$ cat src/rtl/iob_ram_2p_asym_arb_pkg.sv
// Shared types and helpers for the iob_ram_2p_asym_arb slice.
// Policy macro: IOB_RAM_2P_ASYM_ARB_RR_EN (defined: round-robin, undefined: fixed priority).
package iob_ram_2p_asym_arb_pkg;

    typedef enum logic {
        ArbFixed,
        ArbRoundRobin
    } arb_mode_e;

`ifdef IOB_RAM_2P_ASYM_ARB_RR_EN
    localparam arb_mode_e ArbMode = ArbRoundRobin;
`else
    localparam arb_mode_e ArbMode = ArbFixed;
`endif

    // Index width that stays legal for a single requester.
    function automatic int unsigned idx_width(input int unsigned n);
        return (n > 1) ? $clog2(n) : 1;
    endfunction

endpackage

$ cat src/rtl/iob_arb_rr.sv
// Single-grant arbiter with a combinational grant; round-robin or fixed priority
// depending on IOB_RAM_2P_ASYM_ARB_RR_EN (via the package ArbMode).
module iob_arb_rr
    import iob_ram_2p_asym_arb_pkg::*;
#(
    parameter int unsigned N = 2
) (
    input  logic         clk_i,
    input  logic         rst_i,
    input  logic [N-1:0] req_i,
    output logic [N-1:0] gnt_o,
    input  logic         ack_i
);

    localparam int unsigned PtrW = idx_width(N);

    logic [PtrW-1:0] ptr;
    logic [N-1:0]    req_hi;
    logic [N-1:0]    sel;
    logic [N-1:0]    gnt;
    logic [PtrW-1:0] win_idx;

    // Requests at or above the pointer take precedence; otherwise wrap to the full set.
    always_comb begin
        req_hi = '0;
        for (int unsigned i = 0; i < N; i++) begin
            req_hi[i] = req_i[i] && (i >= 32'(ptr));
        end
        sel = (|req_hi) ? req_hi : req_i;
        gnt = sel & (~sel + N'(1));
        win_idx = '0;
        for (int unsigned i = 0; i < N; i++) begin
            if (gnt[i]) begin
                win_idx = PtrW'(i);
            end
        end
    end

    assign gnt_o = rst_i ? '0 : gnt;

    if (ArbMode == ArbRoundRobin) begin : g_rr
        logic [PtrW-1:0] ptr_q;

        always_ff @(posedge clk_i) begin
            if (rst_i) begin
                ptr_q <= '0;
            end else if (ack_i && (|gnt)) begin
                ptr_q <= (win_idx == PtrW'(N - 1)) ? '0 : win_idx + PtrW'(1);
            end
        end

        assign ptr = ptr_q;
    end else begin : g_fixed
        logic unused_sig;
        assign unused_sig = ^{ack_i, clk_i, win_idx};
        assign ptr = '0;
    end

endmodule

$ cat src/rtl/iob_ram_2p_asym_arb.sv
// Shares the write and read ports of an asymmetric 2-port RAM among N_REQ requesters.
// Arbitration policy selected by IOB_RAM_2P_ASYM_ARB_RR_EN.
module iob_ram_2p_asym_arb
    import iob_ram_2p_asym_arb_pkg::*;
#(
    parameter int unsigned N_REQ    = 2,
    parameter int unsigned W_DATA_W = 32,
    parameter int unsigned R_DATA_W = 8,
    parameter int unsigned W_ADDR_W = 8,
    parameter int unsigned R_ADDR_W = 10
) (
    input  logic                      clk_i,
    input  logic                      rst_i,
    input  logic [N_REQ-1:0]          req_w_valid_i,
    output logic [N_REQ-1:0]          req_w_ready_o,
    input  logic [N_REQ*W_ADDR_W-1:0] req_w_addr_i,
    input  logic [N_REQ*W_DATA_W-1:0] req_w_data_i,
    input  logic [N_REQ-1:0]          req_r_valid_i,
    output logic [N_REQ-1:0]          req_r_ready_o,
    input  logic [N_REQ*R_ADDR_W-1:0] req_r_addr_i,
    output logic [R_DATA_W-1:0]       req_r_data_o,
    output logic [N_REQ-1:0]          req_r_rvalid_o,
    output logic                      w_en_o,
    output logic [W_ADDR_W-1:0]       w_addr_o,
    output logic [W_DATA_W-1:0]       w_data_o,
    output logic                      r_en_o,
    output logic [R_ADDR_W-1:0]       r_addr_o,
    input  logic [R_DATA_W-1:0]       r_data_i
);

    logic [N_REQ-1:0]    w_gnt;
    logic [N_REQ-1:0]    r_gnt;
    logic [N_REQ-1:0]    w_hit;
    logic [N_REQ-1:0]    r_hit;
    logic                w_xfer;
    logic                r_xfer;
    logic [N_REQ-1:0]    rtag_q;
    logic [W_ADDR_W-1:0] w_addr;
    logic [W_DATA_W-1:0] w_data;
    logic [R_ADDR_W-1:0] r_addr;

    iob_arb_rr #(
        .N (N_REQ)
    ) u_w_arb (
        .clk_i (clk_i),
        .rst_i (rst_i),
        .req_i (req_w_valid_i),
        .gnt_o (w_gnt),
        .ack_i (w_xfer)
    );

    iob_arb_rr #(
        .N (N_REQ)
    ) u_r_arb (
        .clk_i (clk_i),
        .rst_i (rst_i),
        .req_i (req_r_valid_i),
        .gnt_o (r_gnt),
        .ack_i (r_xfer)
    );

    assign w_hit  = req_w_valid_i & w_gnt;
    assign r_hit  = req_r_valid_i & r_gnt;
    assign w_xfer = |w_hit;
    assign r_xfer = |r_hit;

    // One-hot grant makes an OR-mux sufficient; idle ports drive zero.
    always_comb begin
        w_addr = '0;
        w_data = '0;
        r_addr = '0;
        for (int unsigned i = 0; i < N_REQ; i++) begin
            if (w_hit[i]) begin
                w_addr |= req_w_addr_i[i*W_ADDR_W +: W_ADDR_W];
                w_data |= req_w_data_i[i*W_DATA_W +: W_DATA_W];
            end
            if (r_hit[i]) begin
                r_addr |= req_r_addr_i[i*R_ADDR_W +: R_ADDR_W];
            end
        end
    end

    always_ff @(posedge clk_i) begin
        if (rst_i) begin
            rtag_q <= '0;
        end else begin
            rtag_q <= r_hit;
        end
    end

    assign req_w_ready_o  = w_gnt;
    assign req_r_ready_o  = r_gnt;
    assign w_en_o         = w_xfer;
    assign w_addr_o       = w_addr;
    assign w_data_o       = w_data;
    assign r_en_o         = r_xfer;
    assign r_addr_o       = r_addr;
    // A reset in the response cycle discards the pending read.
    assign req_r_rvalid_o = rst_i ? '0 : rtag_q;
    assign req_r_data_o   = r_data_i;

    w_gnt_onehot : assert property (@(posedge clk_i) disable iff (rst_i) $onehot0(w_gnt));
    r_gnt_onehot : assert property (@(posedge clk_i) disable iff (rst_i) $onehot0(r_gnt));
    w_gnt_valid  : assert property (@(posedge clk_i) disable iff (rst_i)
                                    (w_gnt & ~req_w_valid_i) == '0);
    r_gnt_valid  : assert property (@(posedge clk_i) disable iff (rst_i)
                                    (r_gnt & ~req_r_valid_i) == '0);

endmodule

$ cat config.mk
export PLATFORM = sky130hd
export DESIGN_NAME = iob_ram_2p_asym_arb
export DESIGN_NICKNAME = d
export VERILOG_FILES = /design/src/rtl/iob_ram_2p_asym_arb_pkg.sv /design/src/rtl/iob_arb_rr.sv /design/src/rtl/iob_ram_2p_asym_arb.sv
export SDC_FILE = /design/constraint.sdc
export NUM_CORES = 1
export LEC_CHECK = 0
export BUFFER_PORTS_ARGS = -buffer_cell sky130_fd_sc_hd__buf_4
export CAP_MARGIN = 20
export CORE_AREA = 2 2 69 71
export CTS_BUF_LIST = sky130_fd_sc_hd__clkbuf_4 sky130_fd_sc_hd__clkbuf_8 sky130_fd_sc_hd__clkbuf_16
export DETAILED_ROUTE_END_ITERATION = 10
export DIE_AREA = 0 0 71 73
export MAX_ROUTING_LAYER = met4
export PLACE_DENSITY = 0.7
export SLEW_MARGIN = 20
export SYNTH_ARGS = -nofsm -noshare
export SYNTH_HDL_FRONTEND = slang
export SYNTH_SLANG_ARGS = --single-unit
$ cat constraint.sdc
create_clock -name clk_i -period 2.28 [get_ports clk_i]
set_clock_uncertainty 0.2 [all_clocks]
set_input_delay 0 -clock clk_i [delete_from_list [all_inputs] [get_ports clk_i]]
set_output_delay 0 -clock clk_i [all_outputs]
set_load 0.01 [all_outputs]
==> summary.md <==
| Metric | Value |
|---|---|
| Status | `completed` |
| Core ar. | `~4500 µm²` |
| Max cap viols | `0` |
| ANT cells | `0` |
| Highest clock rate | `~540 MHz` |
| Minimum clock period | `approximately 1.8 ns` |
| Htree depth | `1` |
| Syn Area/Cell | `6.31 µm²` |
| Nets@finish | `between 400 and 500` |
| Hold Fails Final Rpt | `0` |
| WP data arrival | `1.65 ns` |
| Mapped Cells | `approximately 150` |
| Final wirelength | `4820 µm` |
| Number of flip-flops in the largest register | `2` |
| Pin count of the biggest net entering global routing | `62` |
| Hold_ws | `0.0941 ns` |
| Dpl hpwl | `between 3000 and 4000 µm` |
| ANT nets after route | `0` |
| Root buffer cell | `clkbuf_8` |
| CTS buffer count | `3` |
| #FFs+latches synth | `2` |
| Netlist cell types | `13` |
| Gates resized, CTS repair | `0` |
| Most used cell, CP | `buf_4` |
| Die Ht | `between 70 and 80 µm` |
| Residual DRC | `0` |
| WS Path Type | `in2out` |
| CP Capture Type | `output pin` |
| DIE WIDTH | `between 70 and 80 µm` |
| Synthesized area | `958 µm²` |
| Leakage power | `1.12 nW` |
| Startpoint Class | `primary input` |
| Routed length per instance | `approximately 14 µm` |
| Overall Power | `approximately 0.00058 W` |
| Min-delay src | `req_r_addr_i[0]` |
| Initial antenna violation count | `0` |
| Drt initial violations | `55` |
| PD cells | `around 260 nW/µm²` |
| Worst-Margin Slew | `between 0.7 and 0.8 ns` |
| CP startpoint | `req_r_valid_i[0]` |
| Vias | `~1700` |
| CP top delay family | `buffers and inverters` |
| Vias per std cell | `4.76` |
| HP Class | `in2out` |
| RSZ-0062 raised after global routing | `no` |
| Critical path buffer and inverter count | `3` |
| Final period util | `81.1%` |
| P&R area growth vs syn | `134%` |
| Clock sinks | `2` |
| Initial Util | `roughly a fifth` |
| Sequential area share after synthesis | `4.18%` |
| CTS Buffer Depth | `2` |
| Overflow left after global routing | `0` |
| Vias in the first global route | `approximately 1600` |
| Placer Congestion | `between 0.7 and 0.8` |
| Setup TNS | `0 ns` |
| I/O Pins | `180` |
| Final setup viols | `0` |
| Die area | `between 5000 and 6000 µm²` |
| DR pass1 iterations | `4` |
| Slowest cell on the critical path | `nor2b_1` |
| Core Rows | `25` |
| Biggest regs | `rtag_q: 2 flops` |
| Pins over their slew limit | `0` |
| Critical Path RT | `2.08 ns` |
| Syn nets | `roughly 270` |
| CTS tree | `yes` |
| PortBufs | `approximately 160` |
| Final Core Density | `between 40% and 50%` |
| First-pass GRT wire length | `between 7000 and 8000 µm` |
| Crit Path Max Fanout | `12` |
| # fillers | `455` |
| Most flop-heavy register | `rtag_q` |
| Ys Warns | `0` |
| Worst-path cell chain | `dlygate4sd3_1 -> buf_4 -> nor2b_1 -> a32o_1 -> buf_4` |
| Crit path largest cell delay | `slightly below 0.6 ns` |
| Slew headroom | `around 50%` |
| Tot GR Track Use | `between 10% and 20%` |
| Maximum VDD drop | `a little over 0.3 mV` |
| Fraction of layout cells with a size suffix above 1 | `between 50% and 60%` |
[final timing paths]
kind | end | slack [ns] | depth (start not counted)
max | r_addr_o[9] | 0.43 | 5
min | r_addr_o[0] | 0.09 | 3
[metrics by stage]
stage | std cells | setup WS (ns) | cell area (µm²)
2_1_floorplan | 152 | 1.40 | 958
3_3_place_gp | 343 | 0.796 | 2100
3_5_place_dp | 343 | 0.823 | 2100
4_1_cts | 356 | 0.420 | 2250
5_1_grt | 356 | 0.287 | 2250
6_report | 356 | 0.431 | 2250
[cells by family (layout without fill, tap and decap cells)]
kind of cell           Yosys count  count (layout)  share of synthesized area [%]
AOI/OAI and AO/OA               50              50                           37.1
buffers and inverters           28             178                           16.3
DFF                              2               2                           4.18
and+or+nand+nor                 72              72                           42.4
[synth_stat cells]
master    count  area, µm²
nand2_1      29        109
nand3b_1     29        218
dfxtp_1       2       40.0
nor2_1        4       15.0
buf_4        12       90.1
clkbuf_1     10       37.5
a32o_1       21        210
nor2b_2       1       8.76
and2_1        3       18.8
inv_1         1       3.75
a21oi_1      29        145
nor2b_1       6       37.5
buf_2         5       25.0
[cell usage in the layout (no fill, tap or decap)]
cell and instances:
dlygate4sd3_1 10, nand3b_1 29, and2_1 3, nor2b_2 1
buf_4 164, a32o_1 21, a21oi_1 29, dfxtp_1 2
nor2_1 4, inv_1 1, nor2b_1 6, nand2_1 29
clkbuf_8 3
[metal layers]
| layer | part of all wire, % | up-vias | global-route usage, % |
|---|---|---|---|
| li1 | - | 849 | - |
| met1 | 41 | 748 | 20.3 |
| met2 | 49 | 96 | 29.6 |
| met3 | 9.5 | 2 | 4.14 |
| met4 | 0.23 | 0 | 4.40 |
| met5 | 0 | - | - |
[power breakdown]
group | leakage (nW) | internal, W | switching [W]
clock network | 0.0216 | 0.000112 | 0.0000290
logic | 1.09 | 0.000240 | 0.000158
registers | 0.0166 | 0.0000369 | 0.000000313
total | 1.12 | 0.000388 | 0.000188
[what timing repair did]
| item | in CTS | in global routing |
|---|---|---|
| endpoints found under the hold margin | 9 | 0 |
| buffers inserted | 0 | 0 |
| hold buffers | 10 | 0 |
[layout make-up]
cell class / count / area, µm² / area share, %
multi-input cells: 122 / 762 / 33.9
flip-flops and latches: 2 / 40.0 / 1.78
repair buffers: 174 / 1330 / 59.3
inverters: 1 / 3.75 / 0.167
well taps: 54 / 67.6 / 3.01
clock buffers: 3 / 41.3 / 1.84
(Power assumes the default switching activity.)
